[config.mk]
export PLATFORM = sky130hd
export DESIGN_NAME = pb_conditioner
export DESIGN_NICKNAME = d
export VERILOG_FILES = /design/src/rtl/pb_conditioner.sv
export SDC_FILE = /design/constraint.sdc
export NUM_CORES = 1
export LEC_CHECK = 0
export BUFFER_PORTS_ARGS = -buffer_cell sky130_fd_sc_hd__buf_2
export CAP_MARGIN = 40
export CORE_ASPECT_RATIO = 0.75
export CORE_MARGIN = 2
export CORE_UTILIZATION = 35
export DETAILED_ROUTE_END_ITERATION = 10
export PLACE_DENSITY = 0.5
export SLEW_MARGIN = 15
export SYNTH_ARGS = -nofsm -noshare
export SYNTH_HDL_FRONTEND = slang
export SYNTH_HIERARCHICAL = 1
export SYNTH_SLANG_ARGS = --single-unit
[constraint.sdc]
create_clock -name clock -period 2.34 [get_ports clock]
set_input_delay 0.117 -clock clock [delete_from_list [all_inputs] [get_ports clock]]
set_output_delay 0.117 -clock clock [all_outputs]
set_load 0.01 [all_outputs]
[src/rtl/pb_conditioner.sv]
// Push-button conditioner: per-channel 2-flop synchronizer, debounce FSM and registered
// level / press (with optional auto-repeat) / release. `release` is a reserved word, hence release_pulse.

module pb_lane #(
   parameter int DEBOUNCE_CYCLES = 1_000_000,
   parameter int REPEAT_DELAY    = 0,
   parameter int REPEAT_PERIOD   = 25_000_000
) (
   input  logic clock,
   input  logic reset,
   input  logic btn_raw,
   output logic level,
   output logic press,
   output logic release_pulse
);
   localparam int CW   = $clog2(DEBOUNCE_CYCLES + 1);
   localparam int RMAX = (REPEAT_DELAY > REPEAT_PERIOD) ? REPEAT_DELAY : REPEAT_PERIOD;
   localparam int RW   = $clog2(RMAX + 1);

   typedef enum logic [1:0] {LOW, WAIT_HIGH, HIGH, WAIT_LOW} state_t;

   state_t        state, state_nxt;
   logic          s1, s;
   logic [CW-1:0] cnt, cnt_nxt, cnt_inc;
   logic [RW-1:0] rep_cnt, rep_nxt, rep_inc, rep_tgt;
   logic          armed, armed_nxt;
   logic          level_nxt, press_nxt, release_nxt;
   logic          done;

   // cnt is 0 in LOW/HIGH, so one compare covers both the entry and the waiting states
   assign cnt_inc = cnt + CW'(1);
   assign done    = (cnt_inc == CW'(DEBOUNCE_CYCLES));
   assign rep_inc = rep_cnt + RW'(1);
   assign rep_tgt = armed ? RW'(REPEAT_PERIOD) : RW'(REPEAT_DELAY);

   always_ff @(posedge clock or negedge reset) begin
      if (!reset) begin
         s1 <= 1'b0;
         s  <= 1'b0;
      end else begin
         s1 <= btn_raw;
         s  <= s1;
      end
   end

   always_ff @(posedge clock or negedge reset) begin
      if (!reset) begin
         state         <= LOW;
         cnt           <= '0;
         rep_cnt       <= '0;
         armed         <= 1'b0;
         level         <= 1'b0;
         press         <= 1'b0;
         release_pulse <= 1'b0;
      end else begin
         state         <= state_nxt;
         cnt           <= cnt_nxt;
         rep_cnt       <= rep_nxt;
         armed         <= armed_nxt;
         level         <= level_nxt;
         press         <= press_nxt;
         release_pulse <= release_nxt;
      end
   end

   always_comb begin
      state_nxt = state;
      cnt_nxt   = '0;
      case (state)
         LOW, WAIT_HIGH: begin
            if (!s)        state_nxt = LOW;
            else if (done) state_nxt = HIGH;
            else begin
               state_nxt = WAIT_HIGH;
               cnt_nxt   = cnt_inc;
            end
         end
         HIGH, WAIT_LOW: begin
            if (s)         state_nxt = HIGH;
            else if (done) state_nxt = LOW;
            else begin
               state_nxt = WAIT_LOW;
               cnt_nxt   = cnt_inc;
            end
         end
         default: state_nxt = LOW;
      endcase
   end

   // armed selects the repeat target: initial delay first, then the period
   always_comb begin
      level_nxt   = (state_nxt == HIGH) || (state_nxt == WAIT_LOW);
      press_nxt   = level_nxt && !level;
      release_nxt = level && !level_nxt;
      rep_nxt     = '0;
      armed_nxt   = 1'b0;
      if (REPEAT_DELAY > 0 && state == HIGH && state_nxt == HIGH) begin
         if (rep_inc == rep_tgt) begin
            press_nxt = 1'b1;
            armed_nxt = 1'b1;
         end else begin
            rep_nxt   = rep_inc;
            armed_nxt = armed;
         end
      end
   end
endmodule

module pb_conditioner #(
   parameter int W               = 1,
   parameter int DEBOUNCE_CYCLES = 1_000_000,
   parameter int REPEAT_DELAY    = 0,
   parameter int REPEAT_PERIOD   = 25_000_000
) (
   input  logic         clock,
   input  logic         reset,
   input  logic [W-1:0] btn_raw,
   output logic [W-1:0] level,
   output logic [W-1:0] press,
   output logic [W-1:0] release_pulse
);
   for (genvar i = 0; i < W; i++) begin : g_lane
      pb_lane #(
         .DEBOUNCE_CYCLES(DEBOUNCE_CYCLES),
         .REPEAT_DELAY   (REPEAT_DELAY),
         .REPEAT_PERIOD  (REPEAT_PERIOD)
      ) u_lane (
         .clock        (clock),
         .reset        (reset),
         .btn_raw      (btn_raw[i]),
         .level        (level[i]),
         .press        (press[i]),
         .release_pulse(release_pulse[i])
      );
   end
endmodule

==> results.sh, run 1 <==
export IMPL_status="complete, but fails checks"
export IMPL_violations="negative setup slack"
export IMPL_cts_tree="built"
export IMPL_seq_area_um2=626
export IMPL_multi_input_area_um2=694
export IMPL_start_util_pct=36.3
export IMPL_cp_max_fo=4
export IMPL_crit_type="reg2reg"
export IMPL_core_um2=3640
export IMPL_hp_class="reg2reg"
export IMPL_final_hold_viol_count=0
export IMPL_grt_pass1_wl_um=4770
export IMPL_io_pins=6
export IMPL_synthToLayoutAreaGrowth_pct=28.6
export IMPL_mostFrequentLayoutCells="28 x buf_4, 25 x dfrtp_1, 22 x nor2_1"
export IMPL_dieArea_um2=4280
export IMPL_fin_nets=167
export IMPL_clock_fmax_mhz=427
export IMPL_slowest_delay_ps=440
export IMPL_drtAntennaViolNets=0
export IMPL_fin_cells=214
export IMPL_met3_wirelength_um=125
export IMPL_wl_met2_um=1250
export IMPL_cp_arrival_ps=2510
export IMPL_period_share_pct=100
export IMPL_worst_slew_pin_slew_ps=573
export IMPL_rsz0062_at_grt="yes"
export IMPL_numClockSinks=25
export IMPL_die_h_um=57.2
export IMPL_antenna_found_initial=0
export IMPL_slowest_stage="or3_4"
export IMPL_gr_total_overflow=0
export IMPL_fin_skew_ps=4.37
export IMPL_synth_cell_type_count=37
export IMPL_slew_violations=0
export IMPL_via_count=1032
export IMPL_dpl_worst_slack_ps=6.62
export IMPL_setup_viol=1
export IMPL_drtIter0Drc=77
export IMPL_ys_warn_count=6
export IMPL_clkLatencyLatePin_ps=280
export IMPL_top_layer_used="met4"
export IMPL_setup_slack_ps=-0.914
export IMPL_netlist_area_um2=1320
export IMPL_start_kind="flop"
export IMPL_num_antenna_cells=0
export IMPL_place_congestion=0.800
export IMPL_cts_max_level=1
export IMPL_drc_errors=0
export IMPL_grt_max_degree=26
export IMPL_drive_gt1_share_pct=32.7
export IMPL_cts_buffer_depth=2
export IMPL_drt_pass1_iterations=4
export IMPL_yosys_area_top_type="dfrtp_1"
export IMPL_rows=19
export IMPL_cp_cell_sequence="buf_4 > and4_1 > nand4_1 > o32ai_1 > nand3_1 > or3_4 > mux2_4"
export IMPL_fill_cells=346
export IMPL_cts_buffers=3
export IMPL_dp_cells=205
export IMPL_synth_seq_cells=25
export IMPL_place_port_buffers=5
export IMPL_die_x_um=74.9
export IMPL_synth_fp_nets=131
export IMPL_grt_usage_pct=15.2
export IMPL_crit_path_end_kind="flop"
export IMPL_wl_um=2930
export IMPL_wl_per_cell_um=13.7
export IMPL_powerDensity_nw_per_um2=438
export IMPL_grt_pass1_vias=969
export IMPL_path_clk_slew_ps=90
export IMPL_place_hpwl_um=2140
export IMPL_maxCapViolCount=0
export IMPL_avgSynthCellArea_um2=10.4
export IMPL_synth_edff_count=0
export IMPL_max_vdd_ir_drop_mv=0.208
export IMPL_final_common_cell="buf_4"
export IMPL_wl_met1_um=1540
export IMPL_async_reset_ff_share_pct=100
export IMPL_max_slew_margin_pct=61.8
export IMPL_yosysSeqAreaShare_pct=47.4
export IMPL_synth_top_cell_area_share_pct=47.4
export IMPL_required_ps=2510
export IMPL_min_period_ps=2340
export IMPL_p_leak_uw=0.000746
export IMPL_vias_per_cell=4.82
export IMPL_synthCells=127
export IMPL_synthFlopType="dfrtp_1"
export IMPL_synth_area_top_cells="dfrtp_1 47%, xnor2_1 8.6%, nor2_1 6.3%"
export IMPL_cts_root_buffer="clkbuf_8"
kinds of logic (layout without fill, tap and decap cells):
logic type | count (synthesis) | in the layout | synth area share (%)
AO/OA/AOI/OAI | 6 | 6 | 4.08
XOR/XNOR | 20 | 20 | 13.3
adder cells (fa/ha/maj) | 1 | 1 | 0.948
buffers and inverters | 7 | 42 | 2.65
flip-flops | 25 | 25 | 47.4
multiplexers | 4 | 4 | 3.51
AND/OR/NAND/NOR | 64 | 64 | 28.2
sequential cells by signal, indices dropped and copies added (netlist names):
signal                       count
g_lane.u_lane/press              1
g_lane.u_lane/cnt               20
g_lane.u_lane/level              1
g_lane.u_lane/s                  1
g_lane.u_lane/s1                 1
g_lane.u_lane/release_pulse      1
cell type report:
class,instances,share of cell area (%)
Clock buffer,3,2.43
Clock inverter,1,0.295
Inverter,3,0.663
Multi-Input combinational cell,95,40.9
Sequential cell,25,36.8
Tap cell,52,3.83
Timing Repair Buffer,35,15.0
where the power goes:
group	switching [uW]	leakage, uW	internal (uW)	total (uW)
Combinational	21.1	0.000379	15.7	36.8
Clock	145	0.0000255	119	264
Sequential	5.35	0.000342	438	443
path summary, 6_finish.rpt:
| path | start | end | slack [ps] | cells after the start |
|---|---|---|---|---|
| min in group asynchronous | reset | g_lane[0].u_lane/cnt[16]$_DFF_PN0_ | 360 | 2 |
| max reg2reg | g_lane[0].u_lane/cnt[2]$_DFF_PN0_ | g_lane[0].u_lane/level$_DFF_PN0_ | -0.9 | 7 |
| max in group asynchronous | reset | g_lane[0].u_lane/cnt[6]$_DFF_PN0_ | 1600 | 2 |
| min reg2reg | g_lane[0].u_lane/s1$_DFF_PN0_ | g_lane[0].u_lane/s$_DFF_PN0_ | 350 | 0 |
| min | g_lane[0].u_lane/s1$_DFF_PN0_ | g_lane[0].u_lane/s$_DFF_PN0_ | 350 | 0 |
| max | g_lane[0].u_lane/cnt[2]$_DFF_PN0_ | g_lane[0].u_lane/level$_DFF_PN0_ | -0.9 | 7 |
through the flow:
step	hold slack [ps]	instance area, um^2	util (%)	power [uW]	TNS (ps)
after floorplan	-179	1340	-	465	0
after global placement	132	1590	43.8	484	0
after detailed placement	146	1590	43.8	484	0
after CTS	357	1660	45.8	761	0
after global routing	384	1700	46.7	786	-77.3
final	354	1700	46.7	744	-0.914
layer usage:
layer	vias up	GRT usage [%]
met5	-	0
met4	0	4.59
li1	514	-
met3	2	4.24
met1	502	24.0
met2	14	19.9
cells in the mapped netlist, types with 2 or more instances:
library cell,n
nand2_1,7
clkbuf_1,2
nor3b_1,3
and3_2,2
dfrtp_1,25
and3_1,3
nor2_1,22
nand3_1,6
nand4_1,6
xnor2_1,13
inv_1,3
mux2i_1,2
nor4b_1,2
and4_1,2
xor2_1,7
worst max-delay path: cells and delay by family, from the launching register on:
family / cells / cell delay [ps]
mux: 1 / 310
simple gates: 4 / 980
flops: 1 / 390
compound gates: 1 / 420
buf+inv: 1 / 140
timing repair:
action	CTS	global route
endpoints found under the hold margin	26	0
resized for setup	1	3
hold buffers	2	0
pin swaps	0	4
setup buffers	0	3
setup endpoints to repair	1	4
No activity file was read; power rests on OpenSTA's default activity.
==> inputs of run 2 (changes only) <==
Settings changed: SYNTH_HIERARCHICAL 1 to unset.
==> run 2 against run 1 <==
The flow still finishes with violations (negative setup slack). Clock power increased by 4%. Wire length rose by 12%. Worst hold slack better by 2.2 ps. Cell area grew 5.2%. Power up 3.1%. Global-route usage rose by 0.089 points. Critical endpoint is now g_lane[0].u_lane.level$_DFF_PN0_.
==> results.sh, run 2 <==
export IMPL_die_h_um=57.9
export IMPL_fin_nets=168
export IMPL_synth_seq_cells=25
export IMPL_cp_arrival_ps=2560
export IMPL_cp_max_fo=4
export IMPL_top_register="g_lane.u_lane.cnt"
export IMPL_utilization_pct=48.5
export IMPL_clkLatencyLatePin_ps=280
export IMPL_synth_most_common_cell="dfrtp_1"
export IMPL_synth_cell_type_count=38
export IMPL_crit_type="reg2reg"
export IMPL_synth_edff_count=0
export IMPL_drtIter0Drc=63
export IMPL_cts_buffers=3
export IMPL_internal_power_uw=581
export IMPL_worst_slew_pin_slew_ps=577
export IMPL_period_share_pct=102
export IMPL_reg2reg_depth=7
export IMPL_crit_path_end_kind="flop"
export IMPL_vias_per_cell=5.32
export IMPL_cts_tree="built"
export IMPL_p_leak_uw=0.000763
export IMPL_min_period_ps=2390
export IMPL_grt_usage_pct=15.3
export IMPL_cts_max_level=1
export IMPL_crit_buf_inv=1
export IMPL_fill_cells=360
export IMPL_yosys_area_top_type="dfrtp_1"
export IMPL_seq_area_um2=628
export IMPL_setup_slack_ps=-51.2
export IMPL_final_common_cell="buf_4"
export IMPL_antenna_found_initial=0
export IMPL_start_kind="flop"
export IMPL_path_clk_slew_ps=90
export IMPL_slowest_delay_ps=490
export IMPL_mostFrequentLayoutCells="25 x buf_4, 23 x dfrtp_1, 15 x nor3_1"
export IMPL_via_count=1143
export IMPL_async_reset_ff_share_pct=100
export IMPL_hp_class="in2async"
export IMPL_yosys_top_cells_count="25 x dfrtp_1, 17 x nor3_1, 13 x xnor2_1"
export IMPL_p_sw_share_pct=24.2
export IMPL_cp_cell_sequence="nand2_2 > or4_4 > a2111oi_4 > o2111ai_2 > a2111oi_4 > buf_4 > mux2_4"
export IMPL_place_hpwl_um=1960
export IMPL_clock_fmax_mhz=418
export IMPL_place_port_buffers=5
export IMPL_numClockSinks=25
export IMPL_grt_pass1_vias=1080
export IMPL_dpl_worst_slack_ps=-37.8
export IMPL_grt_max_degree=26
export IMPL_max_vdd_ir_drop_mv=0.329
export IMPL_gr_total_overflow=0
export IMPL_synthToLayoutAreaGrowth_pct=31.6
export IMPL_path_common_cell="a2111oi_4"
export IMPL_slowest_stage="or4_4"
export IMPL_synthFlopType="dfrtp_1"
export IMPL_multi_input_area_um2=776
export IMPL_setup_viol=12
export IMPL_core_um2=3680
export IMPL_start_util_pct=36.8
export IMPL_final_hold_viol_count=0
export IMPL_avgSynthCellArea_um2=10.4
export IMPL_violations="negative setup slack"
export IMPL_die_x_um=75.9
export IMPL_synth_top_cell_area_share_pct=46.1
export IMPL_required_ps=2510
export IMPL_rr_endpoint="g_lane[0].u_lane.level$_DFF_PN0_"
export IMPL_netlist_area_um2=1360
export IMPL_r2r_slack_ps=-50
export IMPL_power_share_clock_pct=35.7
export IMPL_maxCapViolCount=0
export IMPL_drive_gt1_share_pct=34.4
export IMPL_synth_area_top_cells="dfrtp_1 46%, xnor2_1 8.4%, nor3_1 6.3%"
export IMPL_largest_reg_flops=20
export IMPL_powerDensity_nw_per_um2=430
export IMPL_comb_power_share_pct=6.1
export IMPL_slew_violations=0
export IMPL_cts_root_buffer="clkbuf_8"
export IMPL_ys_warn_count=0
export IMPL_drc_errors=0
export IMPL_num_antenna_cells=0
export IMPL_drt_pass1_iterations=4
export IMPL_dieArea_um2=4390
export IMPL_cts_buffer_depth=2
export IMPL_yosysSeqAreaShare_pct=46.1
export IMPL_synth_fp_nets=134
export IMPL_max_slew_margin_pct=61.5
export IMPL_status="complete, but fails checks"
export IMPL_r2r_start="g_lane[0].u_lane.cnt[3]$_DFF_PN0_"
export IMPL_switchingPower_uw=186
export IMPL_grt_pass1_wl_um=5110
export IMPL_fin_cells=215
export IMPL_wl_per_cell_um=15.2
export IMPL_rows=19
export IMPL_fin_skew_ps=2.06
export IMPL_io_pins=6
export IMPL_wl_um=3270
export IMPL_rsz0062_at_grt="yes"
export IMPL_drtAntennaViolNets=0
export IMPL_synthCells=130
export IMPL_cpLargestDelayFamily="compound AO/OA/AOI/OAI gates"
export IMPL_sequentialPowerShare_pct=58.1
export IMPL_dp_cells=199
export IMPL_place_congestion=0.929
-- run 2: cell types whose count changed in the layout (fill, tap and decap cells not counted), sizes merged, moves of 2 or more --
| cell | previous run | this run |
|---|---|---|
| nand3 | 7 | 5 |
| xor2 | 7 | 9 |
| a31oi | 0 | 2 |
| mux2i | 2 | 0 |
| nand2 | 7 | 4 |
| o21ai | 2 | 0 |
| nor3 | 1 | 18 |
| and3b | 0 | 2 |
| nor2 | 22 | 8 |
| a2111oi | 0 | 2 |
-- run 2: cells by family (layout without fill, tap and decap cells) --
group / after synthesis / after routing / synth area share (%)
multiplexers: 1 / 1 / 0.830
XOR/XNOR: 22 / 22 / 14.2
buffers and inverters: 8 / 41 / 2.86
AO/OA/AOI/OAI: 12 / 12 / 8.86
adder cells (fa/ha/maj): 1 / 1 / 0.922
flip-flops: 25 / 25 / 46.1
AND/OR/NAND/NOR: 61 / 61 / 26.2
-- run 2: worst max-delay path by stage --
stage | endpoint | depth (start not counted) | from
after floorplan | g_lane[0].u_lane.level$_DFF_PN0_ | 6 | g_lane[0].u_lane.cnt[3]$_DFF_PN0_
final | g_lane[0].u_lane.level$_DFF_PN0_ | 7 | g_lane[0].u_lane.cnt[3]$_DFF_PN0_
after detailed placement | g_lane[0].u_lane.release_pulse$_DFF_PN0_ | 7 | g_lane[0].u_lane.cnt[0]$_DFF_PN0_
after global routing | g_lane[0].u_lane.level$_DFF_PN0_ | 9 | g_lane[0].u_lane.cnt[1]$_DFF_PN0_
after global placement | g_lane[0].u_lane.press$_DFF_PN0_ | 7 | g_lane[0].u_lane.cnt[0]$_DFF_PN0_
after CTS | g_lane[0].u_lane.level$_DFF_PN0_ | 6 | g_lane[0].u_lane.cnt[0]$_DFF_PN0_
-- run 2: per-layer routing --
layer  GRT usage (%)  part of all wire (%)
met4            3.01                  0.95
met2            21.3                    44
met3            4.70                   5.2
met1            23.4                    50
met5               0                     0
-- run 2: repair_timing --
item | 4_1_cts | 5_1_grt
pin swaps | 0 | 7
setup endpoints to repair | 16 | 20
hold buffers | 2 | 0
hold endpoints to repair | 26 | 0
gates cloned | 0 | 2
buffers inserted | 1 | 7
resized for setup | 1 | 19
-- run 2: power groups by stage --
stage / Clock (uW) / Combinational (uW) / Sequential, uW
floorplan: 0 / 13.5 / 452
detailed placement: 0 / 32.9 / 452
CTS: 284 / 37.4 / 444
finish: 274 / 47.0 / 446
global route: 308 / 51.9 / 447
global placement: 0 / 32.3 / 452
-- run 2: cell type report --
class / count / area share [%]
Multi-Input combinational cell: 97 / 43.4
Sequential cell: 25 / 35.2
Timing Repair Buffer: 35 / 14.6
Tap cell: 52 / 3.64
Clock buffer: 3 / 2.31
Clock inverter: 1 / 0.420
Inverter: 2 / 0.420
-- run 2: metrics by stage --
step                      total power (uW)  TNS, ps  instance area, um^2  hold WS [ps]
after global placement                 484        0                 1550           150
after floorplan                        465        0                 1360          -179
after CTS                              765        0                 1630           361
after detailed placement               485    -72.0                 1550           160
after global routing                   807    -2150                 1790           369
final                                  767     -168                 1790           356
